--- config.mk ---
export PLATFORM = sky130hd
export DESIGN_NAME = alu_arbiter
export DESIGN_NICKNAME = d
export VERILOG_FILES = /design/src/rtl/alu_arbiter.sv
export SDC_FILE = /design/constraint.sdc
export NUM_CORES = 1
export LEC_CHECK = 0
export ABC_AREA = 1
export BUFFER_PORTS_ARGS = -buffer_cell sky130_fd_sc_hd__buf_2
export CORE_MARGIN = 2
export CORE_UTILIZATION = 50
export CTS_BUF_LIST = sky130_fd_sc_hd__clkbuf_8
export DETAILED_ROUTE_END_ITERATION = 7
export PLACE_DENSITY_LB_ADDON = 0.1
export SETUP_SLACK_MARGIN = 0.5
export SYNTH_ARGS = -nofsm -noshare
export SYNTH_HDL_FRONTEND = slang
export SYNTH_SLANG_ARGS = --single-unit
--- constraint.sdc ---
create_clock -name clk -period 2.9 [get_ports clk]
set_input_delay 0.435 -clock clk [delete_from_list [all_inputs] [get_ports clk]]
set_output_delay 0.435 -clock clk [all_outputs]
set_load 0.05 [all_outputs]
--- src/rtl/alu_arbiter.sv ---
// Round-robin arbiter sharing one external ALU between two requesters, one op in flight.
// Optional macro ALU_ARB_ILLEGAL_EN adds illegal-opcode rejection and the resp_err port.
module alu_arbiter #(
  parameter int WIDTH = 32
) (
  input  logic             clk,
  input  logic             rst_n,
  input  logic             req0_valid,
  input  logic             req1_valid,
  output logic             req0_ready,
  output logic             req1_ready,
  input  logic [WIDTH-1:0] req0_a,
  input  logic [WIDTH-1:0] req0_b,
  input  logic [WIDTH-1:0] req1_a,
  input  logic [WIDTH-1:0] req1_b,
  input  logic [3:0]       req0_op,
  input  logic [3:0]       req1_op,
  output logic             resp_valid,
  input  logic             resp_ready,
  output logic             resp_id,
  output logic [WIDTH-1:0] resp_result,
  output logic             resp_zero,
`ifdef ALU_ARB_ILLEGAL_EN
  output logic             resp_err,
`endif
  output logic [WIDTH-1:0] alu_entr1,
  output logic [WIDTH-1:0] alu_entr2,
  output logic [3:0]       alu_ctrl,
  input  logic [WIDTH-1:0] alu_result,
  input  logic             alu_zero
);

  typedef enum logic [1:0] {
    IDLE = 2'd0,
    EXEC = 2'd1,
    RESP = 2'd2
  } state_t;

  state_t             r_state;
  state_t             w_next;
  logic               r_last;
  logic [WIDTH-1:0]   r_a;
  logic [WIDTH-1:0]   r_b;
  logic [3:0]         r_op;
  logic               r_id;
  logic               r_resp_valid;
  logic               r_resp_id;
  logic [WIDTH-1:0]   r_resp_result;
  logic               r_resp_zero;
  logic               w_gnt_id;
  logic               w_idle_ok;
  logic               w_hs;
  logic               w_is_branch;
  logic               w_illegal;

  // Round-robin grant; ready only in IDLE and never while reset is asserted.
  always_comb begin
    if (req0_valid && req1_valid) begin
      w_gnt_id = ~r_last;
    end else if (req1_valid) begin
      w_gnt_id = 1'b1;
    end else begin
      w_gnt_id = 1'b0;
    end
    w_idle_ok  = (r_state == IDLE) && rst_n;
    req0_ready = w_idle_ok && req0_valid && !w_gnt_id;
    req1_ready = w_idle_ok && req1_valid && w_gnt_id;
    w_hs       = w_idle_ok && (req0_valid || req1_valid);
  end

  // Decode of the latched opcode.
  always_comb begin
    w_is_branch = (r_op == 4'b0110) || (r_op == 4'b0111) || (r_op == 4'b1111);
`ifdef ALU_ARB_ILLEGAL_EN
    w_illegal   = r_op[3] && (r_op != 4'b1111);
`else
    w_illegal   = 1'b0;
`endif
  end

  // Shared ALU is driven only during EXEC, and not at all for rejected opcodes.
  always_comb begin
    if ((r_state == EXEC) && !w_illegal) begin
      alu_entr1 = r_a;
      alu_entr2 = r_b;
      alu_ctrl  = r_op;
    end else begin
      alu_entr1 = {WIDTH{1'b0}};
      alu_entr2 = {WIDTH{1'b0}};
      alu_ctrl  = 4'b0000;
    end
  end

  // State register.
  always_ff @(posedge clk or negedge rst_n) begin
    if (!rst_n) begin
      r_state <= IDLE;
    end else begin
      r_state <= w_next;
    end
  end

  // Next-state logic.
  always_comb begin
    w_next = r_state;
    case (r_state)
      IDLE: begin
        if (w_hs) begin
          w_next = EXEC;
        end else begin
          w_next = IDLE;
        end
      end
      EXEC: w_next = RESP;
      RESP: begin
        if (resp_ready) begin
          w_next = IDLE;
        end else begin
          w_next = RESP;
        end
      end
      default: w_next = IDLE;
    endcase
  end

  // Request latch and round-robin pointer; the pointer moves only on handshake.
  always_ff @(posedge clk or negedge rst_n) begin
    if (!rst_n) begin
      r_last <= 1'b1;
      r_a    <= {WIDTH{1'b0}};
      r_b    <= {WIDTH{1'b0}};
      r_op   <= 4'b0000;
      r_id   <= 1'b0;
    end else if (w_hs) begin
      r_last <= w_gnt_id;
      r_id   <= w_gnt_id;
      r_a    <= w_gnt_id ? req1_a : req0_a;
      r_b    <= w_gnt_id ? req1_b : req0_b;
      r_op   <= w_gnt_id ? req1_op : req0_op;
    end else begin
      r_last <= r_last;
    end
  end

  // Response registers: captured at the end of EXEC, held until consumed.
  always_ff @(posedge clk or negedge rst_n) begin
    if (!rst_n) begin
      r_resp_valid  <= 1'b0;
      r_resp_id     <= 1'b0;
      r_resp_result <= {WIDTH{1'b0}};
      r_resp_zero   <= 1'b0;
    end else if (r_state == EXEC) begin
      r_resp_valid  <= 1'b1;
      r_resp_id     <= r_id;
      r_resp_result <= (w_is_branch || w_illegal) ? {WIDTH{1'b0}} : alu_result;
      r_resp_zero   <= w_is_branch && !w_illegal && alu_zero;
    end else if ((r_state == RESP) && resp_ready) begin
      r_resp_valid  <= 1'b0;
    end else begin
      r_resp_valid  <= r_resp_valid;
    end
  end

`ifdef ALU_ARB_ILLEGAL_EN
  logic r_resp_err;

  // Error flag accompanies the response of a rejected opcode.
  always_ff @(posedge clk or negedge rst_n) begin
    if (!rst_n) begin
      r_resp_err <= 1'b0;
    end else if (r_state == EXEC) begin
      r_resp_err <= w_illegal;
    end else begin
      r_resp_err <= r_resp_err;
    end
  end

  assign resp_err = r_resp_err;
`endif

  assign resp_valid  = r_resp_valid;
  assign resp_id     = r_resp_id;
  assign resp_result = r_resp_result;
  assign resp_zero   = r_resp_zero;

endmodule

==> Word level (Yosys, flattened, before mapping) <==
Index checks and enable logic that the tools add are counted.
{ "totals": {"register_bits": 107, "in_bits": 174, "out_inout_bits": 105, "elab_cells": 45} }
{ "classes": {"n_eq_ne": 5, "muxes": 14, "n_bitwise": 1, "n_reduce_logical": 15} }
{ "ops": {"columns": ["op", "count"], "rows": [
  ["two-way mux 32 bit", 5],
  ["logical AND 1 bit", 9],
  ["equality test 4 x 3 -> 1 bit, second input constant", 2],
  ["two-way mux 4 bit", 2],
  ["one-hot mux 2 bit (3 select lines)", 1],
  ["two-way mux 1 bit", 5],
  ["equality test 4 bit, second input constant", 1],
  ["logical OR 1 bit", 3],
  ["equality test 2 x 1 -> 1 bit, second input constant", 1],
  ["equality test 2 bit, second input constant", 1],
  ["zero test 2 bit", 1],
  ["two-way mux 2 bit", 1],
  ["nonzero test 2 bit", 1],
  ["zero test 1 bit", 1],
  ["NOT 1 bit", 1]
]} }

==> Depth between registers and ports, before layout <==
Gate-level depths: netlist (run 1).
{ "logic_depth": {"depth_word": 5, "ltp_mapped": 9, "depth_no_buf": 6} }

==> Least setup slack after synthesis (run 1) <==
Ideal clock, no wire load.
{ "synth_timing": {"kind": "register to output", "start": "register r_last", "end": "output port req0_ready", "arrival_ps": 2150, "required_time_ps": 2465, "path_slack_ps": 315, "path_stages_with_launch": 5, "cell_sequence": "dfstp_2 -> nand2_1 -> nand2_1 -> buf_2 -> nor3b_1"} }
{ "synth_between": {"elab_chain_len": 4} }
{ "synth_rtl": {"columns": ["item", "line", "rtl"], "rows": [
  ["start: declaration", "41", "logic r_last;"],
  ["start signal: assignment", "135", "r_last <= w_gnt_id;"],
  ["start signal: assignment", "141", "r_last <= r_last;"],
  ["NOT 1 bit", "59", "w_gnt_id = ~r_last;"],
  ["two-way mux 1 bit", "58", "if (req0_valid && req1_valid) begin"],
  ["zero test 1 bit", "66", "req0_ready = w_idle_ok && req0_valid && !w_gnt_id;"],
  ["logical AND 1 bit", "66", null],
  ["end: declaration", "10", "output logic req0_ready,"]
]} }
Every way passes these cells.

==> Final worst setup path (run 1) <==
Same ends and word-level chain as after synthesis.

==> implementation parameters, run 1 <==
Parameter                              Value

Global route
  Met2 GRT Util    0.457
  Total routing usage reported by global routing    0.264
  M3 GR Usage    0.0511
  Busiest layer in global routing    met2
  Gr ovfl total    0
  Pin count of the biggest net entering global routing    83
  Antenna violations before repair    0
  First-pass GRT wire length    around 25000 µm
  Global-route track usage on met1    0.335
  Vias in the first global route    approximately 5.5k

Pwr
  Cell area power density    between 900 and 1000 nW/µm²
  Switching fraction of total power    0.483
  Switching Power    between 3000 and 4000 µW
  Clk network pwr share    0.164
  Share of power burned in combinational logic    0.474
  Largest vdd supply drop    about 0.00067 V
  Cell-internal power    3550 µW
  Leakage power total    about 0.0046 µW
  Share of total power in sequential cells    0.362

Place
  DP HPWL    11200 µm
  Placer congestion estimate    approximately 0.83
  Placed cell count    1211
  # port buffers    approximately 280
  Post-place setup slack    between 1 and 1.5 ns
  Placed cell areas    between 7000 and 8000 µm²

Floorplan
  Initial cell density of the core    0.515
  Area of the die    12100 µm²
  I/O pin count    roughly 280
  Core Footprint    around 11000 µm²
  Vertical extent of the die    between 100 and 150 µm
  Die W    around 110 µm
  Row count    38

Critical path
  Critical path launch point type    flip-flop
  Required time worst endpoint    between 2 and 2.5 ns
  Startpoint of the lowest-slack register-to-register path    r_last$_DFFE_PN1P_
  Arrival time reported for the critical path endpoint    between 1.5 and 2 ns
  Launching element of the worst setup path    r_last$_DFFE_PN1P_
  Largest fanout on the critical path    22
  Setup crit end kind    primary output
  CP Class    flip-flop to primary output

Clocking
  Number of resized instances in the post-cts repair step    0
  Buffers inserted during post-CTS setup optimization    0
  CTS Root Buffer Type    clkbuf_8
  Later-pin clock latency in the skew report    between 0.3 and 0.4 ns
  Clock tree from TritonCTS    built
  Buffer depth of the longest clock path    2
  Total clock buffers created by CTS    9
  Clock transition at the registers of the reported paths    0.11 ns
  Clk sink count    about 110
  H-Tree Level Count    3
  Hold-fix buffers at CTS    1

Layout
  Filler instances    roughly 1.1k
  Cell area after layout    about 7300 µm²
  Most used cells in the layout excluding fill and tap cells    416 x nand2_1, 277 x buf_2, 106 x dfrtp_1
  Fraction of layout cells with a size suffix above 1    0.293
  Most frequent standard cell in the layout excluding fill and tap cells    nand2_1
  Count of placed standard cells in the final layout, fillers left out    ~1.2k
  Number of inserted diodes    0
  Area grow syn2layout    30.1%
  Number of nets in the finished design    1257

STA
  Final clock period utilization by the worst path    0.785
  Setup ws final    about 0.62 ns
  Final critical path time including I/O delays and setup    2.28 ns
  RSZ-0062 raised after global routing    no
  Setup total negative slack    0 ns
  Fin Clk Skew    0.0158 ns
  Tightest Pin Transition    roughly 1.0 ns
  Number of pins with negative max-slew slack in the final report    0
  Worst slew slack as a fraction of its limit    0.312
  Final count of hold timing violations    0
  Setup-failing EPs final    0
  F_max    439 MHz

Logic synthesis
  Cell Area, Synth    approximately 5600 µm²
  Count of distinct cell types in the synthesized netlist    18
  Number of warning messages in the yosys log    0
  Register bit total from synthesis    roughly 110
  Synthesized net count    between 1k and 1.5k
  Sequential element share of the synthesized area    0.475
  Gate Count Post-Synth    between 800 and 900
  Avg Synthesized Cell Area    just under 7 µm²

Run status
  Status    complete, no violations

Detailed routing
  WL final    around 16000 µm
  Routed via count    5923
  DR WL/cell    between 10 and 15 µm
  ANT nets after route    0
  Iteration count of the initial detailed-routing pass    5
  Vias per inst    slightly below 5
  Number of DRC violations after detailed-routing iteration 0    ~350
  Total DRC errors in the routed layout    0

Worst hold path
  Class of the tightest hold or removal check    input pin to async pin

Flow run
  Number of maximum-capacitance constraint violations    0
through the flow:
step | util | power, µW | hold WS, ns
global placement | 0.645 | 5720 | 0.380
global route | 0.670 | 7380 | 0.0336
CTS | 0.670 | 6930 | 0.0445
floorplan | - | 4920 | 0.139
finish | 0.670 | 6880 | 0.0493
detailed placement | 0.645 | 5780 | 0.381
layout make-up:
cell class	count	area, µm²	share of cell area
tap	140	175	0.0239
sequential	107	2680	0.365
inverter	74	279	0.0381
clock inverter	7	130	0.0178
timing repair buffer	291	1520	0.207
multi-input combinational	600	2430	0.331
clock buffer	9	124	0.0169
cells in the mapped netlist:
cell type,number,area share
buf_1,1,0.00067
buf_2,35,0.031
buf_4,1,0.0013
buf_6,2,0.0040
clkbuf_1,14,0.0093
dfrtp_1,106,0.47
dfstp_2,1,0.0047
inv_1,71,0.047
inv_2,3,0.0020
nand2_1,418,0.28
nand2_2,1,0.0011
nand3_1,103,0.091
nand3_2,1,0.0018
nor2_1,69,0.046
nor2_2,1,0.0011
nor2_4,2,0.0040
nor3b_1,1,0.0013
o21ai_0,4,0.0036
power groups by stage:
stage	combinational (µW)	clock [µW]	sequential [µW]
2_1_floorplan	1700	0	3220
3_3_place_gp	3230	0	2490
3_5_place_dp	3280	0	2500
4_1_cts	3300	1150	2480
5_1_grt	3600	1210	2570
6_report	3260	1130	2490
final timing paths:
path,endpoint,slack (ns),cells past startpoint
min in group clk,resp_result[23]$_DFFE_PN0P_,0.28,3
max reg2reg,r_a[8]$_DFFE_PN0P_,1.04,7
min,r_b[23]$_DFFE_PN0P_,0.05,2
min reg2reg,resp_result[6]$_DFFE_PN0P_,0.48,2
max in group asynchronous,resp_result[3]$_DFFE_PN0P_,1.80,2
max,req0_ready,0.62,4
state kept, by name (all words and copies together), names as in the netlist:
| name | flops |
|---|---|
| resp_zero | 1 |
| resp_id | 1 |
| r_last | 1 |
| r_state | 2 |
| r_b | 32 |
| resp_result | 32 |
| r_a | 32 |
| r_op | 4 |
| r_id | 1 |
| resp_valid | 1 |
worst max-delay path, cell delays in order (launching register included):
cell and delay (ns):
dfstp_2 0.55, nand2_2 0.06, nand2_2 0.31, nor3b_2 0.27
buf_2 0.29
per-layer routing:
| layer | wire [µm] | up-vias |
|---|---|---|
| met5 | 0 | - |
| met4 | 299 | 0 |
| met3 | 1330 | 22 |
| met2 | 7890 | 243 |
| met1 | 6560 | 2656 |
| li1 | - | 3002 |
cell families after synthesis:
| kind of cell | Yosys count | share of synthesized area |
|---|---|---|
| buffers and inverters | 127 | 0.0957 |
| AO/OA/AOI/OAI | 4 | 0.00355 |
| AND/OR/NAND/NOR | 596 | 0.425 |
| flip-flops | 107 | 0.475 |
Note: power is estimated with default switching activity, not from simulation.
==> run 2, diff against run 1 <==
Settings changed: CORE_UTILIZATION 50 to 43.
Clock period 2.9 ns to 1.87 ns, I/O delays scaled along.
==> run 2 against run 1 <==
The run now ends with setup timing left. Clock-buffer cell count unchanged. Highest routed layer unchanged. Clock power increased by 32%. Global-route usage decreased by 0.58 points. Largest cell class is now multi-input combinational cells. Routed wire length increased by 15%.
==> implementation parameters, run 2 (synthesis gave the netlist of run 1 again) <==
Parameter                              Value

Floorplan
  Die W    around 120 µm
  Row count    a little over 40
  Area of the die    between 10000 and 15000 µm²
  Vertical extent of the die    about 120 µm
  I/O pin count    between 200 and 300
  Initial cell density of the core    0.443
  Core Footprint    12700 µm²

Clocking
  Total clock buffers created by CTS    9
  Buffer depth of the longest clock path    2
  Clock tree from TritonCTS    built
  CTS Root Buffer Type    clkbuf_8
  Clock transition at the registers of the reported paths    0.11 ns
  Clk sink count    107
  Later-pin clock latency in the skew report    0.37 ns
  H-Tree Level Count    3

Global route
  Total routing usage reported by global routing    0.258
  Pin count of the biggest net entering global routing    77
  First-pass GRT wire length    about 29000 µm
  Antenna violations before repair    1
  Gr ovfl total    0
  Vias in the first global route    just under 6k

Critical path
  Critical R2R Capture    r_b[27]$_DFFE_PN0P_
  Arrival time reported for the critical path endpoint    1.59 ns
  Critical path launch point type    flip-flop
  Required time worst endpoint    1.59 ns
  Startpoint of the lowest-slack register-to-register path    r_state[0]$_DFF_PN0_
  Flop2flop setup slack    between 0.3 and 0.4 ns
  Setup crit end kind    primary output
  CP Class    flip-flop to primary output
  Reg2reg path depth    8
  Largest fanout on the critical path    12

STA
  Setup ws final    -0.00267 ns
  Setup-failing EPs final    1
  Final clock period utilization by the worst path    1.00
  Number of pins with negative max-slew slack in the final report    0
  Final critical path time including I/O delays and setup    about 1.9 ns
  Worst slew slack as a fraction of its limit    0.373
  Tightest Pin Transition    about 0.94 ns
  RSZ-0062 raised after global routing    yes
  Final count of hold timing violations    0
  Setup total negative slack    -0.00267 ns
  F_max    about 530 MHz
  Fin Clk Skew    0.0125 ns

Layout
  Area grow syn2layout    57.8%
  Fin util    0.699
  Most frequent standard cell in the layout excluding fill and tap cells    nand2_1
  Most used cells in the layout excluding fill and tap cells    406 x nand2_1, 207 x buf_2, 106 x dfrtp_1
  Fraction of layout cells with a size suffix above 1    0.379
  Cell area after layout    a little under 9000 µm²
  Number of nets in the finished design    roughly 1.3k

Run status
  Status    finished, violations left
  Failing checks    setup timing

Place
  Post-place setup slack    0.306 ns
  Placed cell areas    7740 µm²
  DP HPWL    ~12000 µm
  Placer congestion estimate    0.822
  # port buffers    between 200 and 300

Detailed routing
  Iteration count of the initial detailed-routing pass    7
  WL final    between 15000 and 20000 µm
  DR WL/cell    14.4 µm
  Vias per inst    between 4 and 5
  Number of DRC violations after detailed-routing iteration 0    roughly 410
  Total DRC errors in the routed layout    0
  ANT nets after route    0
  Routed via count    between 6k and 7k

Worst hold path
  WHS Path Cells    3
  Hold-critical path endpoint    resp_result[8]$_DFFE_PN0P_
  Source of the worst hold timing path    alu_result[8]
  Class of the tightest hold or removal check    input pin to flip-flop

Pwr
  Clk network pwr share    0.125
  Total power draw    around 12000 µW
  Largest vdd supply drop    around 0.00048 V
  Cell area power density    between 1000 and 1500 nW/µm²
  Leakage power total    slightly below 0.005 µW
  Cell-internal power    approximately 6000 µW
  Switching fraction of total power    0.495
  Share of power burned in combinational logic    0.553
  Share of total power in sequential cells    0.322
  Switching Power    roughly 6000 µW

Flow run
  Number of maximum-capacitance constraint violations    0
## run 2: cell count changes in the layout (fill, tap and decap cells not counted), moves of 3 or more
cell / change
nand2_2: +5
nand2_1: -10
inv_6: +3
nor2_1: -69
nor2_4: +68
buf_8: +8
buf_6: +66
nand2_4: +4
buf_16: +10
buf_2: -70
buf_12: +5
## run 2: repair_timing
action / 4_1_cts / 5_1_grt
resized for setup: 168 / 16
hold endpoints to repair: 30 / 0
hold buffers: 1 / 0
buffers inserted: 9 / 0
endpoints found under the setup margin: 138 / 175
pin swaps: 2 / 4
cloned: 7 / 2
## run 2: worst max-delay path, stage by stage (launching register included)
cell	delay, ns
dfrtp_1	0.44
nor2_4	0.20
inv_8	0.12
buf_16	0.19
nor2_4	0.12
buf_6	0.16
## run 2: worst max path at each step
| stage | from | endpoint | slack [ns] |
|---|---|---|---|
| 2_1_floorplan | r_last$_DFFE_PN1P_ | req0_ready | 0.28 |
| 3_3_place_gp | r_state[0]$_DFF_PN0_ | alu_entr2[10] | 0.33 |
| 3_5_place_dp | r_state[1]$_DFF_PN0_ | alu_entr2[10] | 0.31 |
| 4_1_cts | r_state[1]$_DFF_PN0_ | alu_entr2[10] | -0.0006 |
| 5_1_grt | r_state[1]$_DFF_PN0_ | alu_entr2[16] | -0.08 |
| 6_report | r_state[1]$_DFF_PN0_ | alu_entr2[16] | -0.003 |
## run 2: routing by layer
layer	global-route usage	routed length, µm	vias to the layer above
li1	-	-	3058
met5	0	0	-
met2	0.432	8840	291
met1	0.344	7950	2777
met4	0.0893	446	0
met3	0.0376	1290	36
## run 2: power by group through the flow
stage / logic (µW) / clock network (µW) / registers, µW
CTS: 6540 / 1530 / 3830
finish: 6590 / 1490 / 3840
global placement: 5820 / 0 / 3850
detailed placement: 5840 / 0 / 3860
global route: 7070 / 1620 / 3960
floorplan: 3400 / 0 / 5000
## run 2: final cells by class
class / count / area [µm²]
Multi-Input combinational cell: 600 / 3000
Tap cell: 172 / 215
Sequential cell: 107 / 2680
Inverter: 74 / 285
Clock inverter: 7 / 82.6
Fill cell: 1086 / 3830
Antenna cell: 1 / 2.50
Clock buffer: 9 / 124
Timing Repair Buffer: 314 / 2500
## run 2: stage by stage
step | cells | hold slack (ns)
after floorplan | 834 | -0.0151
after detailed placement | 1248 | 0.367
after global placement | 1248 | 0.370
after global routing | 1284 | 0.108
after CTS | 1281 | 0.109
final | 1284 | 0.125
